==> config.mk <==
export PLATFORM = sky130hd
export DESIGN_NAME = pipe_stage_reg_flat
export DESIGN_NICKNAME = d
export VERILOG_FILES = /design/src/rtl/pipe_pkg.sv /design/src/rtl/pipe_stage_reg_if.sv /design/src/rtl/pipe_stage_reg_slice.sv /design/src/rtl/pipe_stage_reg.sv /design/src/flat_wrapper.sv
export SDC_FILE = /design/constraint.sdc
export NUM_CORES = 1
export LEC_CHECK = 0
export CAP_MARGIN = 25
export CORE_MARGIN = 1
export CORE_UTILIZATION = 46
export CTS_BUF_LIST = sky130_fd_sc_hd__clkbuf_8
export DETAILED_ROUTE_END_ITERATION = 12
export PLACE_DENSITY = 0.84
export SYNTH_ARGS = -nofsm -noshare
export SYNTH_HDL_FRONTEND = slang
export SYNTH_SLANG_ARGS = --single-unit
==> constraint.sdc <==
create_clock -name clk_i -period 2.4 [get_ports clk_i]
set_clock_uncertainty 0.15 [all_clocks]
set_input_delay 0.48 -clock clk_i [delete_from_list [all_inputs] [get_ports clk_i]]
set_output_delay 0.48 -clock clk_i [all_outputs]
set_load 0.005 [all_outputs]
==> src/rtl/pipe_pkg.sv <==
// Shared pipeline constants: control-bit map, payload layout, defaults.
// Imported by every inter-stage register file.
package pipe_pkg;

    localparam int CTRL_W_DEF = 9;
    localparam int DATA_W_DEF = 138;

    localparam int REGWRITE  = 8;
    localparam int MEMTOREG  = 7;
    localparam int BRANCH    = 6;
    localparam int MEMREAD   = 5;
    localparam int MEMWRITE  = 4;
    localparam int REGDST    = 3;
    localparam int ALUSRC    = 2;
    localparam int ALUOP_MSB = 1;
    localparam int ALUOP_LSB = 0;

    localparam logic [CTRL_W_DEF-1:0] BUBBLE_CTRL_DEF = '0;

    // payload: {pc, rs_data, rt_data, imm, rt, rd}
    localparam int RD_LSB      = 0;
    localparam int RT_LSB      = 5;
    localparam int IMM_LSB     = 10;
    localparam int RT_DATA_LSB = 42;
    localparam int RS_DATA_LSB = 74;
    localparam int PC_LSB      = 106;

    typedef enum logic [1:0] {
        MODE_LOAD,
        MODE_BUBBLE,
        MODE_HOLD,
        MODE_FLUSH
    } mode_e;

endpackage

==> src/rtl/pipe_stage_reg_if.sv <==
// Entry bus into and out of an inter-stage register.
// slave = the register itself, master = the surrounding stage logic.
interface pipe_stage_reg_if #(
    parameter int CTRL_W = pipe_pkg::CTRL_W_DEF,
    parameter int DATA_W = pipe_pkg::DATA_W_DEF
) ();

    logic              valid_i;
    logic [CTRL_W-1:0] ctrl_i;
    logic [DATA_W-1:0] data_i;
    logic              valid_o;
    logic [CTRL_W-1:0] ctrl_o;
    logic [DATA_W-1:0] data_o;

    modport slave (
        input  valid_i, ctrl_i, data_i,
        output valid_o, ctrl_o, data_o
    );

    modport master (
        output valid_i, ctrl_i, data_i,
        input  valid_o, ctrl_o, data_o
    );

endinterface

==> src/rtl/pipe_stage_reg_slice.sv <==
// One register slice of the inter-stage register: valid/ctrl/data
// with hold, load and bubble selection.
module pipe_stage_slice
    import pipe_pkg::*;
#(
    parameter int CTRL_W = CTRL_W_DEF,
    parameter int DATA_W = DATA_W_DEF,
    parameter logic [CTRL_W-1:0] BUBBLE_CTRL = CTRL_W'(BUBBLE_CTRL_DEF),
    parameter bit CLEAR_DATA = 1'b1
) (
    input  logic              clk_i,
    input  logic              start_i,
    input  logic              hold_i,
    input  logic              bubble_i,
    input  logic              valid_i,
    input  logic [CTRL_W-1:0] ctrl_i,
    input  logic [DATA_W-1:0] data_i,
    output logic              valid_o,
    output logic [CTRL_W-1:0] ctrl_o,
    output logic [DATA_W-1:0] data_o
);

    always_ff @(posedge clk_i or negedge start_i) begin
        if (!start_i) begin
            valid_o <= 1'b0;
            ctrl_o  <= BUBBLE_CTRL;
            data_o  <= '0;
        end else if (!hold_i) begin
            if (bubble_i) begin
                valid_o <= 1'b0;
                ctrl_o  <= BUBBLE_CTRL;
                data_o  <= CLEAR_DATA ? '0 : data_i;
            end else begin
                valid_o <= valid_i;
                ctrl_o  <= ctrl_i;
                data_o  <= data_i;
            end
        end
    end

endmodule

==> src/rtl/pipe_stage_reg.sv <==
// Parametrised inter-stage pipeline register: STAGES chained slices
// with stall, flush, bubble gating and an occupancy count.
module pipe_stage_reg
    import pipe_pkg::*;
#(
    parameter int CTRL_W = CTRL_W_DEF,
    parameter int DATA_W = DATA_W_DEF,
    parameter int STAGES = 1,
    parameter logic [CTRL_W-1:0] BUBBLE_CTRL = CTRL_W'(BUBBLE_CTRL_DEF),
    parameter bit CLEAR_DATA = 1'b1
) (
    input  logic                         clk_i,
    input  logic                         start_i,
    input  logic                         stall_i,
    input  logic                         flush_i,
    pipe_stage_reg_if.slave              bus,
    output logic [$clog2(STAGES+1)-1:0]  occ_o
);

    localparam int OCC_W = $clog2(STAGES + 1);
    localparam logic [OCC_W-1:0] OCC_ONE = OCC_W'(1);

    if (STAGES < 1 || STAGES > 8) begin : g_bad_stages
        $error("pipe_stage_reg: STAGES must be within 1..8");
    end

    mode_e mode;
    logic  hold;
    logic  bubble;
    logic  inc;
    logic  dec;

    logic              v [STAGES+1];
    logic [CTRL_W-1:0] c [STAGES+1];
    logic [DATA_W-1:0] d [STAGES+1];

    // flush outranks stall so a squashed entry never lingers
    always_comb begin
        mode = MODE_BUBBLE;
        priority case (1'b1)
            flush_i:     mode = MODE_FLUSH;
            stall_i:     mode = MODE_HOLD;
            bus.valid_i: mode = MODE_LOAD;
            default:     mode = MODE_BUBBLE;
        endcase
    end

    assign hold   = (mode == MODE_HOLD);
    assign bubble = (mode == MODE_FLUSH) || (mode == MODE_BUBBLE);

    assign v[0] = bus.valid_i;
    assign c[0] = bus.ctrl_i;
    assign d[0] = bus.data_i;

    for (genvar k = 0; k < STAGES; k++) begin : g_slice
        pipe_stage_slice #(
            .CTRL_W      (CTRL_W),
            .DATA_W      (DATA_W),
            .BUBBLE_CTRL (BUBBLE_CTRL),
            .CLEAR_DATA  (CLEAR_DATA)
        ) u_slice (
            .clk_i    (clk_i),
            .start_i  (start_i),
            .hold_i   (hold),
            .bubble_i ((k == 0) ? bubble : 1'b0),
            .valid_i  (v[k]),
            .ctrl_i   (c[k]),
            .data_i   (d[k]),
            .valid_o  (v[k+1]),
            .ctrl_o   (c[k+1]),
            .data_o   (d[k+1])
        );
    end

    assign bus.valid_o = v[STAGES];
    assign bus.ctrl_o  = c[STAGES];
    assign bus.data_o  = d[STAGES];

    assign inc = (mode == MODE_LOAD);
    assign dec = !hold && v[STAGES];

    always_ff @(posedge clk_i or negedge start_i) begin
        if (!start_i) begin
            occ_o <= '0;
        end else begin
            unique case ({inc, dec})
                2'b10:   occ_o <= occ_o + OCC_ONE;
                2'b01:   occ_o <= occ_o - OCC_ONE;
                default: occ_o <= occ_o;
            endcase
        end
    end

endmodule
==> src/flat_wrapper.sv <==
// flat-port wrapper written by rule: the top's interface ports become plain ports
module pipe_stage_reg_flat import pipe_pkg::*;
#(
    parameter int CTRL_W = CTRL_W_DEF,
    parameter int DATA_W = DATA_W_DEF,
    parameter int STAGES = 1,
    parameter logic [CTRL_W-1:0] BUBBLE_CTRL = CTRL_W'(BUBBLE_CTRL_DEF),
    parameter bit CLEAR_DATA = 1'b1
)
  (clk_i, start_i, stall_i, flush_i, occ_o, bus_valid_i, bus_ctrl_i, bus_data_i, bus_valid_o, bus_ctrl_o, bus_data_o);
  pipe_stage_reg_if #(.CTRL_W(CTRL_W), .DATA_W(DATA_W)) bus_i ();
  input  logic clk_i;
  input  logic start_i;
  input  logic stall_i;
  input  logic flush_i;
  output logic [$clog2(STAGES+1)-1:0] occ_o;
  input wire logic [$bits(bus_i.valid_i)-1:0] bus_valid_i;
  input wire logic [$bits(bus_i.ctrl_i)-1:0] bus_ctrl_i;
  input wire logic [$bits(bus_i.data_i)-1:0] bus_data_i;
  output wire logic [$bits(bus_i.valid_o)-1:0] bus_valid_o;
  output wire logic [$bits(bus_i.ctrl_o)-1:0] bus_ctrl_o;
  output wire logic [$bits(bus_i.data_o)-1:0] bus_data_o;
  assign bus_i.valid_i = bus_valid_i;
  assign bus_i.ctrl_i = bus_ctrl_i;
  assign bus_i.data_i = bus_data_i;
  assign bus_valid_o = bus_i.valid_o;
  assign bus_ctrl_o = bus_i.ctrl_o;
  assign bus_data_o = bus_i.data_o;
  pipe_stage_reg #(.CTRL_W(CTRL_W), .DATA_W(DATA_W), .STAGES(STAGES), .BUBBLE_CTRL(BUBBLE_CTRL), .CLEAR_DATA(CLEAR_DATA)) u_core (.clk_i(clk_i), .start_i(start_i), .stall_i(stall_i), .flush_i(flush_i), .bus(bus_i), .occ_o(occ_o));
endmodule
==> impl_metrics.ini <==
[outcome]
status = finished clean

[placed_design]
port_buffers = 300
gp_congestion = 0.8100
hpwlAfterDp_mm = 12.25

[cts]
cts_sinks = 149
htree_levels = 4
clkTransAtPathRegs_ns = 0.07
cts_tree = yes
cts-root-buf = clkbuf_8
insertion_delay_ns = 0.43
cts_buffer_depth = 2
ctsResizeCount = 0
cts_buffers = 17

[critical_path]
crit_chain = clkdlybuf4s50_1
worstRegToRegCells = 3
path_depth = 1
r2r_end = u_core.occ_o$_DFFE_PN0P_
reg2reg_from = u_core.g_slice[0].u_slice.valid_o$_DFFE_PN0P_
crit_path_end = bus_valid_o
cp_num_buf_inv = 1
crit_family = buffers and inverters
slowest_stage = clkdlybuf4s50_1
crit_path_start_kind = flop
worstSetupStartpoint = u_core.g_slice[0].u_slice.valid_o$_DFFE_PN0P_
crit_type = reg -> out
worst_setup_path_end_kind = output pin
cpPeakStageDelay_ns = 0.55
crit_fanout = 5
r2r_setup_slack_ns = 1.22
required_ns = 1.77
cp.arrival_ns = 1.40

[drt]
drt_pass1_iterations = 4
drtIter0Drc = 359
post_drt_wl_per_cell_um = 16.44
vias = 5891
vias_per_cell = 5.246
drtAntennaViolNets = 0
wl_mm = 18.47
drc = 0

[yosys]
synth_flop_cell = dfrtp_1
syn-num-nets = 815
synthCells = 663
ys_top_cells_by_area = dfrtp_1 57%, nand3b_1 17%, a21oi_1 11%
synth_seq_area_share_pct = 56.92
ys_ff_latch = 149
syn_area_per_cell_um2 = 9.879
yosysMostFrequentCell = dfrtp_1
synth_top_cells_by_count = 149 x dfrtp_1, 147 x a21oi_1, 147 x nand2_1, 147 x nand3b_1, 37 x buf_2
synth_top_cell_by_area = dfrtp_1
synth_edf_count = 0
netlist.area_leader.share_pct = 56.92
ys_async_sr_fraction_pct = 100.0
synth_cell_types = 17
yosysWarningCount = 0
synth_area_um2 = 6550

[power_and_ir_drop]
swShare_pct = 23.53
total_power_mw = 5.668
power_frac_seq_pct = 47.0
p_per_area_nw_per_um2 = 562.0
p_int_mw = 4.334
p_comb_share_pct = 15.6
p_leak_nw = 4.003
peakVddDrop_uv = 280.5
clock_power_share_pct = 37.4
switching_power_mw = 1.334

[timing]
drv_slew = 0
min_period_ns = 2.025
relSlewSlack_pct = 64.72
fin_crit_sh_pct = 84.39
setup_tns_ns = 0
hold_viol_final = 0
timing.fmax_mhz = 493.7
setup_viol = 0
rsz0062_at_grt = no
worst_slew_pin_slew_ns = 0.5293

[layout]
layout-drive-gt1-share_pct = 5.196
insertedDiodeCount = 0
syn_to_final_growth_pct = 53.96
fin_nets = 1084

[min_path]
worstHoldPathCells = 2
min_path_type = in -> reg

[job]
drv_cap = 0

[floorplan]
die_height_um = 121.3
core_area_um2 = 13880
pin_count = 301
dieArea_um2 = 14720
initial_utilization_pct = 47.19
die_x_um = 121.3
num_rows = 43

[global_route]
antenna_found_initial = 0
grt.overflow.total = 0
grt_max_degree = 82
grt_pass1_wl_mm = 29.06
grt_util_all_layers_pct = 25.49
grt_pass1_vias = 5721
power by group through the flow:
stage          Clock, mW  Combinational, mW  Sequential, mW
4_1_cts             2.16              0.895            2.66
2_1_floorplan          0              0.304            2.72
3_3_place_gp           0              0.881            2.71
5_1_grt             2.28              0.958            2.68
3_5_place_dp           0              0.889            2.71
6_report            2.12              0.887            2.66
flip-flops by register name, indices dropped and copies added, names as in the netlist:
signal                          count
u_core.g_slice.u_slice.data_o     138
u_core.g_slice.u_slice.ctrl_o       9
u_core.g_slice.u_slice.valid_o      1
u_core.occ_o                        1
layout by cell type (no fill, tap or decap), drive strengths merged, types with 2 or more instances in the layout:
cell	netlist	layout
nand2	147	147
buf	50	20
clkdlybuf4s50	0	296
clkbuf	16	20
a21oi	147	147
nand3b	147	147
bufinv	0	4
clkinv	0	2
clkinvlp	0	2
inv	0	2
dfrtp	149	149
metal layers:
metal	share of wire [%]	vias up	global-route usage (%)
li1	-	2786	-
met1	40	2830	30.98
met2	50	242	41.97
met3	7.3	33	7.707
met4	2.5	0	10.49
met5	0	-	0
worst reg2reg max path, stage by stage (launching register included):
cell      delay (ns)
dfrtp_1         0.42
nor3b_1         0.15
a211oi_1        0.24
xnor2_1         0.15
worst min path at each step:
stage	startpoint	end	slack (ns)
after floorplan	start_i	u_core.g_slice[0].u_slice.ctrl_o[0]$_DFFE_PN0P_	0.03
after global placement	u_core.occ_o$_DFFE_PN0P_	u_core.occ_o$_DFFE_PN0P_	0.31
after detailed placement	u_core.occ_o$_DFFE_PN0P_	u_core.occ_o$_DFFE_PN0P_	0.32
after CTS	flush_i	u_core.g_slice[0].u_slice.valid_o$_DFFE_PN0P_	0.13
after global routing	flush_i	u_core.g_slice[0].u_slice.valid_o$_DFFE_PN0P_	0.12
final	flush_i	u_core.g_slice[0].u_slice.valid_o$_DFFE_PN0P_	0.16
cells by family after synthesis:
kind of cell | share of synthesized area (%)
AND/OR/NAND/NOR | 25.67
flip-flops | 56.92
AO/OA/AOI/OAI | 11.35
buffers and inverters | 5.769
XOR/XNOR | 0.1337
multiplexers | 0.1528
stage by stage:
step                      setup WS (ns)  utilization (%)  instance area, um2  hold slack [ns]  cells
after CTS                        0.3316            72.65               10080           0.1265   1123
final                            0.3746            72.65               10080           0.1566   1123
after global placement           0.7390            69.47                9643           0.3112   1092
after floorplan                  0.9795                -                6550          0.03441    663
after global routing             0.2804            72.65               10080           0.1224   1123
after detailed placement         0.6496            69.47                9643           0.3175   1092
cell type report:
cell class / count / area [um2]
multi-input cells: 447 / 2444
well taps: 180 / 225.2
fillers: 1035 / 3796
clock buffers: 20 / 275.3
repair buffers: 317 / 3256
flip-flops and latches: 149 / 3729
clock inverters: 10 / 156.4
timing repair:
item                                   4_1_cts  5_1_grt
hold buffers                                 1        0
endpoints found under the hold margin       49        0
setup buffers                                0        0
Note: power is estimated with default switching activity, not from simulation.
